File: config.mk
export PLATFORM = sky130hd
export DESIGN_NAME = uart_rx
export DESIGN_NICKNAME = d
export VERILOG_FILES = /design/src/rtl/uart_pkg.sv /design/src/rtl/uart_rx_tick.sv /design/src/rtl/uart_rx.sv
export SDC_FILE = /design/constraint.sdc
export NUM_CORES = 1
export LEC_CHECK = 0
export BUFFER_PORTS_ARGS = -buffer_cell sky130_fd_sc_hd__buf_2
export CORE_AREA = 3 3 99 101
export DETAILED_ROUTE_END_ITERATION = 7
export DIE_AREA = 0 0 102 104
export PLACE_DENSITY = 0.57
export SYNTH_ARGS = -nofsm -noshare
export SYNTH_HDL_FRONTEND = slang
export SYNTH_HIERARCHICAL = 1
export SYNTH_SLANG_ARGS = --single-unit
File: constraint.sdc
create_clock -name clk -period 3.7 [get_ports clk]
set_input_delay 0 -clock clk [delete_from_list [all_inputs] [get_ports clk]]
set_output_delay 0 -clock clk [all_outputs]
set_load 0.01 [all_outputs]
File: src/rtl/uart_pkg.sv
// Shared definitions for the UART receive path: parity encodings, FSM states,
// oversampling constants and the parity-check helper.
package uart_pkg;

  localparam logic [1:0] PAR_NONE  = 2'b00;
  localparam logic [1:0] PAR_ODD   = 2'b01;
  localparam logic [1:0] PAR_EVEN  = 2'b10;
  localparam logic [1:0] PAR_NONE2 = 2'b11;

  // Oversampling ratio and the mid-bit sampling phase of os_cnt.
  localparam int         OVS = 16;
  localparam logic [3:0] MID = 4'd7;

  // Width of the baud tick divider counter.
  localparam int TICK_W = 16;

  typedef enum logic [2:0] {
    IDLE,
    START,
    DATA,
    PARITY,
    STOP1,
    STOP2
  } rx_state_t;

  // True when the selected parity mode carries a parity bit on the line.
  function automatic logic parity_enabled(input logic [1:0] ptype);
    return (ptype == PAR_ODD) || (ptype == PAR_EVEN);
  endfunction

  // Parity mismatch between a data word and its received parity bit.
  function automatic logic parity_mismatch(input logic [7:0] data,
                                           input logic       pbit,
                                           input logic [1:0] ptype);
    logic red;
    red = ^data;
    case (ptype)
      PAR_ODD:  return red == pbit;
      PAR_EVEN: return red != pbit;
      default:  return 1'b0;
    endcase
  endfunction

endpackage

File: src/rtl/uart_rx_tick.sv
// Oversample tick generator: one-clk pulse every (DIVn+1) clocks, divisor
// picked live by baud_sel.
module uart_rx_tick
  import uart_pkg::*;
#(
  parameter int unsigned DIV0 = 80,
  parameter int unsigned DIV1 = 40,
  parameter int unsigned DIV2 = 19,
  parameter int unsigned DIV3 = 3
) (
  input  logic       clk,
  input  logic       rst,
  input  logic [1:0] baud_sel,
  output logic       tick
);

  logic [TICK_W-1:0] cnt;
  logic [TICK_W-1:0] div;

  // Divisor mux for the selected baud rate.
  always_comb begin
    div = TICK_W'(DIV0);
    case (baud_sel)
      2'b00:   div = TICK_W'(DIV0);
      2'b01:   div = TICK_W'(DIV1);
      2'b10:   div = TICK_W'(DIV2);
      default: div = TICK_W'(DIV3);
    endcase
  end

  // A lowered divisor that the counter has already passed still wraps at
  // once instead of running the counter all the way round.
  assign tick = (cnt >= div);

  // Free-running divider counter, wrapping on every tick.
  always_ff @(posedge clk or negedge rst) begin
    if (!rst) begin
      cnt <= '0;
    end else if (tick) begin
      cnt <= '0;
    end else begin
      cnt <= cnt + 1'b1;
    end
  end

endmodule

File: src/rtl/uart_rx.sv
// UART receiver: 16x oversampling, 7/8 data bits LSB first, optional odd/even
// parity, 1 or 2 stop bits, valid/ready output with parity, framing and
// overrun flags.
module uart_rx
  import uart_pkg::*;
#(
  parameter int unsigned DIV0 = 80,
  parameter int unsigned DIV1 = 40,
  parameter int unsigned DIV2 = 19,
  parameter int unsigned DIV3 = 3
) (
  input  logic       clk,
  input  logic       rst,
  input  logic       rx_in,
  input  logic [1:0] baud_sel,
  input  logic       data_length,
  input  logic [1:0] parity_type,
  input  logic       stop_bits,
  output logic [7:0] rx_data,
  output logic       rx_valid,
  input  logic       rx_ready,
  output logic       parity_err,
  output logic       frame_err,
  output logic       overrun,
  output logic       rx_busy
);

  rx_state_t  state, state_n;

  logic       tick;
  logic       rx_p0, rx_p1, rx_p2;
  logic       line, fall, mid;

  logic [3:0] os_cnt;
  logic [2:0] bit_idx;
  logic [7:0] shift;
  logic       last_bit;

  logic       cfg_len8;
  logic [1:0] cfg_par;
  logic       cfg_stop2;

  logic       par_err_acc;
  logic       frame_err_acc;

  logic       latch_cfg, start_ok, false_start;
  logic       shift_en, par_en, stop_en, commit;
  logic       accept;

  uart_rx_tick #(
    .DIV0(DIV0),
    .DIV1(DIV1),
    .DIV2(DIV2),
    .DIV3(DIV3)
  ) u_tick (
    .clk     (clk),
    .rst     (rst),
    .baud_sel(baud_sel),
    .tick    (tick)
  );

  // Two-flop synchroniser for the asynchronous line plus one history flop
  // for falling-edge detection; all idle high.
  always_ff @(posedge clk or negedge rst) begin
    if (!rst) begin
      rx_p0 <= 1'b1;
      rx_p1 <= 1'b1;
      rx_p2 <= 1'b1;
    end else begin
      rx_p0 <= rx_in;
      rx_p1 <= rx_p0;
      rx_p2 <= rx_p1;
    end
  end

  // ---- stage boundary: synchronised line ----
  assign line     = rx_p1;
  assign fall     = rx_p2 & ~rx_p1;
  assign mid      = tick & (os_cnt == MID);
  assign last_bit = (bit_idx == (cfg_len8 ? 3'd7 : 3'd6));
  assign accept   = rx_valid & rx_ready;

  // FSM state register.
  always_ff @(posedge clk or negedge rst) begin
    if (!rst) begin
      state <= IDLE;
    end else begin
      state <= state_n;
    end
  end

  // Next-state logic and one-clk action strobes for the datapath.
  always_comb begin
    state_n     = state;
    latch_cfg   = 1'b0;
    start_ok    = 1'b0;
    false_start = 1'b0;
    shift_en    = 1'b0;
    par_en      = 1'b0;
    stop_en     = 1'b0;
    commit      = 1'b0;
    case (state)
      IDLE: begin
        if (fall) begin
          latch_cfg = 1'b1;
          state_n   = START;
        end
      end
      START: begin
        if (mid) begin
          if (!line) begin
            start_ok = 1'b1;
            state_n  = DATA;
          end else begin
            false_start = 1'b1;
            state_n     = IDLE;
          end
        end
      end
      DATA: begin
        if (mid) begin
          shift_en = 1'b1;
          if (last_bit) begin
            state_n = parity_enabled(cfg_par) ? PARITY : STOP1;
          end
        end
      end
      PARITY: begin
        if (mid) begin
          par_en  = 1'b1;
          state_n = STOP1;
        end
      end
      STOP1: begin
        if (mid) begin
          stop_en = 1'b1;
          if (cfg_stop2) begin
            state_n = STOP2;
          end else begin
            commit  = 1'b1;
            state_n = IDLE;
          end
        end
      end
      STOP2: begin
        if (mid) begin
          stop_en = 1'b1;
          commit  = 1'b1;
          state_n = IDLE;
        end
      end
      default: state_n = IDLE;
    endcase
  end

  // Oversample counter: restarts at the start-bit edge and then runs freely,
  // so the START mid-bit sample at os_cnt==7 is followed by DATA, PARITY and
  // STOP samples exactly 16 ticks apart.
  always_ff @(posedge clk or negedge rst) begin
    if (!rst) begin
      os_cnt <= '0;
    end else if (latch_cfg) begin
      os_cnt <= '0;
    end else if (tick) begin
      os_cnt <= (os_cnt == 4'(OVS - 1)) ? 4'd0 : os_cnt + 4'd1;
    end
  end

  // Frame configuration captured at start detect and held for the frame.
  always_ff @(posedge clk or negedge rst) begin
    if (!rst) begin
      cfg_len8  <= 1'b0;
      cfg_par   <= PAR_NONE;
      cfg_stop2 <= 1'b0;
    end else if (latch_cfg) begin
      cfg_len8  <= data_length;
      cfg_par   <= parity_type;
      cfg_stop2 <= stop_bits;
    end
  end

  // Bit index and per-frame error accumulators.
  always_ff @(posedge clk or negedge rst) begin
    if (!rst) begin
      bit_idx       <= '0;
      par_err_acc   <= 1'b0;
      frame_err_acc <= 1'b0;
    end else begin
      if (start_ok) begin
        bit_idx <= '0;
      end else if (shift_en) begin
        bit_idx <= bit_idx + 3'd1;
      end
      if (start_ok) begin
        par_err_acc <= 1'b0;
      end else if (par_en) begin
        par_err_acc <= parity_mismatch(shift, line, cfg_par);
      end
      if (start_ok) begin
        frame_err_acc <= 1'b0;
      end else if (stop_en && !line) begin
        frame_err_acc <= 1'b1;
      end
    end
  end

  // Data shift register; cleared per frame so bit 7 stays 0 for 7-bit words.
  always_ff @(posedge clk) begin
    if (start_ok) begin
      shift <= '0;
    end else if (shift_en) begin
      shift[bit_idx] <= line;
    end
  end

  // ---- stage boundary: committed word and handshake ----
  // Busy flag spans start detect to commit or false start.
  always_ff @(posedge clk or negedge rst) begin
    if (!rst) begin
      rx_busy <= 1'b0;
    end else if (latch_cfg) begin
      rx_busy <= 1'b1;
    end else if (false_start || commit) begin
      rx_busy <= 1'b0;
    end
  end

  // Output word, flags and valid; a commit on the accept clk wins.
  always_ff @(posedge clk or negedge rst) begin
    if (!rst) begin
      rx_data    <= '0;
      rx_valid   <= 1'b0;
      parity_err <= 1'b0;
      frame_err  <= 1'b0;
      overrun    <= 1'b0;
    end else if (commit) begin
      rx_data    <= shift;
      rx_valid   <= 1'b1;
      parity_err <= par_err_acc;
      frame_err  <= frame_err_acc | ~line;
      overrun    <= rx_valid & ~rx_ready;
    end else if (accept) begin
      rx_valid   <= 1'b0;
      parity_err <= 1'b0;
      frame_err  <= 1'b0;
      overrun    <= 1'b0;
    end
  end

endmodule

After elaboration in Yosys (flattened, before gate mapping)
Cells that the tools add are included.

Register bits: 56. Output and inout bits: 13.

Add/sub/neg operators: 3. Order comparisons: 3. Equality and inequality tests: 21. Mux-type cells: 49. Bitwise gates (word level): 7. Reduce and logical (&&, ||, !) cells: 16.

Operator list (number): two-way mux 3 bit (11); two-way mux 1 bit (27); one-hot mux 7 bit (3 select lines) (1); one-hot mux 3 bit (6 select lines) (1); adder 16 x 1 -> 16 bit, second input constant (1); greater-or-equal comparator 16 x 7 -> 1 bit (1); two-way mux 16 bit (1); inequality test 2 bit, second input constant (7); two-way mux 4 bit (3); nonzero test 2 bit (6); bitwise mux 8 bit (1); parity 8 bit (1); AND reduction 7 bit (1); == test 3 x 2 -> 1 bit, second input constant (2); == test 3 bit, second input constant (2); adder 4 x 1 -> 4 bit, second input constant (1); AND 1 bit (4); == test 2 x 1 -> 1 bit, second input constant (2); == test 2 bit, second input constant (2); == test 4 x 3 -> 1 bit, second input constant (1); == test 4 bit, second input constant (1); < comparator 3 x 4 -> 1 bit, second input constant (1); one-hot mux 1 bit (2 select lines) (2); adder 3 x 1 -> 3 bit, second input constant (1); other kinds (15) (18).

Longest topological paths before layout
Depth after elaboration: 9. Mapped depth: 14.

Hierarchy
Netlist, hierarchy kept.

By module, submodules not included: uart_rx (times used 1, cells an instance 183, area an instance 1885.6 sq um); uart_rx_tick (times used 1, cells an instance 67, area an instance 794.5 sq um).

Worst setup path before layout
OpenSTA, ideal clock, no wires.

Path type: flip-flop to flip-flop. Start: register u_tick.cnt[0]. End: register rx_data[5]. Library setup time: 127 ps. Arrival: 2591 ps. Required time: 3573 ps. Slack: 982 ps. Stages on the path, launching flop included: 14. Buffers on the path: 4. Clock period less this slack: 2718 ps. Path through: dfrtp_1 > inv_1 > ha_1 > nand2b_1 > a2111o_1 > buf_6 > a21o_1 > buf_2 > nand4b_4 > a21oi_2 > and3_1 > buf_4 > buf_6 > mux2_1.

Longest elaborated chain between the ends: 4. Elaborated cells on any way between the ends: 5. Those cells by class: order compare (1); mux (3); bitwise (1).

Ends and longest elaborated chain: start, declared (RTL line uart_rx_tick.sv:17) `logic [TICK_W-1:0] cnt;`; start signal, assigned (RTL line uart_rx_tick.sv:42) `cnt <= cnt + 1'b1;`; greater-or-equal comparator 16 x 7 -> 1 bit (*) (RTL line uart_rx_tick.sv:33) `assign tick = (cnt >= div);`; via tick (RTL line uart_rx.sv:30) `logic tick;`; AND 1 bit (*) (RTL line uart_rx.sv:79) `assign mid = tick & (os_cnt == MID);`; two-way mux 1 bit (on tied branches) (RTL line uart_rx.sv:146, uart_rx.sv:135); one-hot mux 1 bit (2 select lines) (*) (RTL line uart_rx.sv:102) `case (state)`; end signal, assigned (RTL line uart_rx.sv:237) `rx_data <= shift;`; end, declared (RTL line uart_rx.sv:19) `output logic [7:0] rx_data,`.

The timed path passes the listed nets; every way through them passes the cells marked *. A chain may end at the register's enable or synchronous reset.

Worst setup path after layout
Start: register u_tick.cnt[6]. End: register rx_data[1].

The elaborated chain is that of the path after synthesis.

==> results by group <==
Run status
  • Status: completed

Floorplan
  • Die ar.: between 10,000 and 15,000 µm²
  • Cell Rows: 35
  • Core area: ~9100 µm²
  • Starting Density: 29.42%
  • Die width: ~100 µm
  • # IOs: 23
  • Die Y: roughly 100 µm

Critical path
  • Flop-to-flop setup slack: ~0.64 ns
  • Critical Path Start Type: flop
  • Worst Reg-to-Reg Cells: 8
  • WP buf/inv: 0
  • Crit path from: u_tick/cnt[6]$_DFF_PN0_
  • CP max FO: 15
  • CP max-delay cell: and3_1
  • Worst path depth: 8
  • CP Data Required Time: between 3 and 4 ns
  • Crit path largest cell delay: about 0.63 ns
  • Reg-to-reg endpoint: rx_data[1]$_DFFE_PN0P_
  • Crit Path Class: flop to flop
  • Crit path max-delay family: simple AND/OR/NAND/NOR gates
  • Reg-to-reg startpoint: u_tick/cnt[6]$_DFF_PN0_
  • Data arrival, critical path: 3.25 ns
  • Critical path endpoint: rx_data[1]$_DFFE_PN0P_
  • Endpoint class of the critical path: flop
  • Cell Chain, Critical Path: ha_1, nand4b_1, nor2_2, a21o_1, nand4b_4, a21oi_2, and3_1, mux2_1

Cells and area
  • Most frequent cells in the layout: dfrtp_1 (45), nor2_1 (26), nand2_1 (24)
  • Fillers: ~920
  • Antenna diodes: 0
  • Multi-input logic area: 1237 µm²
  • Register area: 1365 µm²
  • Area grow syn2layout: 16.11%
  • Most common cell after layout, fill and taps aside: dfrtp_1
  • Share of cells above drive strength 1: between 10% and 20%
  • Post-layout nets: 305
  • Layout Utilization: 34.16%

Synthesis
  • Synthesis Warnings: 6
  • #FFs+latches synth: 56
  • Synth unique cells: roughly 50
  • Post-synth EDFFs: 0
  • Post-Syn Instances: 250
  • Synthesized area: around 2700 µm²
  • Sequential share of the synthesized area: between 50% and 60%
  • Mapped Avg Cell Area: 10.72 µm²
  • Main synth FF type: dfrtp_1
  • Asr flop ratio synth: between 80% and 90%

Timing
  • Minimum clock period: between 3 and 4 ns
  • Final setup vio count: 0
  • Max Freq: about 0.33 GHz
  • Final Hold Viols: 0
  • Clock skew: ~0.014 ns
  • Actual transition at the worst max-transition pin: between 1 and 1.5 ns
  • Final Max Tran Viols: 0
  • Unrepaired setup endpoints after global routing: no
  • TNS Setup: 0 ns
  • Relative slew slack: between 30% and 40%
  • Final period utilization: 82.59%

GRT
  • Tot GR Track Use: just under 10%
  • Vias in the first global route: 1,740
  • Largest net degree at the start of global routing: just under 50
  • Initial antenna violation count: 0
  • Remaining Overflow, GRT: 0
  • First-pass GRT wire length: between 8000 and 9000 µm

Place
  • DP HPWL: between 3000 and 4000 µm
  • # port buffers: 22
  • GPL Wtd Cong: between 0.8 and 0.9

Power and ir drop
  • Sw frac: 31.09%
  • Combinational share of power: between 20% and 30%
  • Clk pwr share: between 20 and 30%
  • Pleak: 1.436 nW
  • Net Switching: 0.5120 mW
  • Pint: 1.135 mW
  • Max IR drop VDD: approximately 220 µV
  • Sequential group share of total power: 49.6%
  • Pwr per Cell Area: roughly 530 nW/µm²

Clock network
  • Clock tree buffer depth: 2
  • Sink Count: 56
  • Clock slew at reported path FFs: roughly 0.10 ns
  • Clock buffer count from CTS: 5
  • H-Tree Depth: 2
  • CTS tree: built
  • Root Buffer: clkbuf_8
  • Clk_lat worst skew: 0.31 ns

Routing
  • DR iter-0 viols: 95
  • Wire per inst: 12.19 µm
  • Post-Route WL: 4829 µm
  • Post-DRT Antenna Nets: 0
  • Vias per cell: ~4.6
  • Drt pass-1 iters: 4
  • Vias: around 1.8k
  • Residual DRC: 0

Worst hold path
  • Hold Path Class: input port to flop

Flow run
  • Number of max-cap violations: 0
-- synth_stat cells, types with 2 or more instances --
master | n | area, µm²
dfrtp_1 | 45 | 1126
nor2_1 | 26 | 97.59
nand2_1 | 24 | 90.09
ha_1 | 11 | 137.6
inv_1 | 11 | 41.29
mux2i_1 | 10 | 100.1
a21oi_1 | 9 | 45.04
dfxtp_1 | 8 | 160.2
mux2_1 | 8 | 90.09
nand3_1 | 8 | 40.04
o21ai_0 | 8 | 40.04
o21ai_1 | 7 | 35.03
xor2_1 | 7 | 61.31
a211oi_1 | 5 | 37.54
clkbuf_1 | 5 | 18.77
xnor2_1 | 5 | 43.79
a221oi_2 | 3 | 45.04
dfstp_2 | 3 | 78.83
nand2b_1 | 3 | 18.77
nor3_1 | 3 | 15.01
or3_1 | 3 | 18.77
a21o_1 | 2 | 15.01
and3_1 | 2 | 12.51
buf_2 | 2 | 10.01
buf_6 | 2 | 22.52
nand4_1 | 2 | 12.51
nand4b_1 | 2 | 17.52
nor3_2 | 2 | 20.02
nor4_1 | 2 | 12.51
-- sequential cells by signal, summed over array words and instances (netlist names) --
name	flops
u_tick/cnt	16
rx_data	8
shift	8
os_cnt	4
bit_idx	3
state	3
cfg_par	2
cfg_len8	1
cfg_stop2	1
frame_err	1
frame_err_acc	1
line	1
overrun	1
par_err_acc	1
parity_err	1
rx_busy	1
rx_p0	1
rx_p2	1
rx_valid	1
-- logic make-up (layout without fill, tap and decap cells) --
family | after synthesis | count (layout) | share of synthesized area (%)
adder cells (fa/ha/maj) | 11 | 11 | 5.135
other | 1 | 8 | 0.1399
AO/OA/AOI/OAI | 44 | 44 | 11.67
flip-flops | 56 | 56 | 50.93
buffers and inverters | 22 | 50 | 3.875
multiplexers | 18 | 18 | 7.096
AND/OR/NAND/NOR | 85 | 85 | 16.39
XOR/XNOR | 13 | 13 | 4.762
-- power by group through the flow --
stage               Clock, mW  Sequential [mW]  Combinational, mW
finish                  0.473            0.817              0.357
global route            0.518            0.832              0.405
CTS                     0.493            0.817              0.361
detailed placement          0            0.829              0.352
global placement            0            0.828              0.343
floorplan                   0            0.792              0.284
-- how the worst min path moves through the flow --
stage               start  slack, ns  cells after the start                endpoint
detailed placement  rx_in       0.11                      1         rx_p0$_DFF_PN1_
floorplan             rst      -0.30                      0  bit_idx[0]$_DFFE_PN0P_
CTS                 rx_in       0.32                      2         rx_p0$_DFF_PN1_
finish              rx_in       0.33                      2         rx_p0$_DFF_PN1_
global route        rx_in       0.34                      2         rx_p0$_DFF_PN1_
global placement    rx_in       0.11                      1         rx_p0$_DFF_PN1_
-- metrics by stage --
step	std cells	setup WS, ns	cell area, µm²	hold slack [ns]	power, mW
2_1_floorplan	257	0.9818	2706	-0.2956	1.076
3_3_place_gp	381	0.7067	2904	0.1099	1.171
3_5_place_dp	381	0.6215	2904	0.1118	1.181
4_1_cts	396	0.6205	3112	0.3170	1.672
5_1_grt	396	0.3741	3112	0.3405	1.755
6_report	396	0.6442	3112	0.3266	1.647
-- final cells by class --
| class | count | area share (%) |
|---|---|---|
| Clock buffer | 5 | 2.212 |
| Clock inverter | 3 | 2.212 |
| Inverter | 12 | 1.448 |
| Multi-Input combinational cell | 179 | 39.77 |
| Sequential cell | 56 | 43.87 |
| Tap cell | 111 | 4.463 |
| Timing Repair Buffer | 30 | 6.031 |
-- what timing repair did --
action | CTS | global route
buffers inserted | 0 | 0
hold endpoints to repair | 53 | 0
resized for setup | 0 | 0
hold buffers | 7 | 0
-- routing by layer --
metal,vias to the layer above,track usage [%],part of all wire (%)
li1,926,-,-
met1,862,15.17,53
met2,24,13.56,42
met3,8,1.878,3.2
met4,0,3.374,2.1
met5,-,0,0
Note: power is estimated with default switching activity, not from simulation.
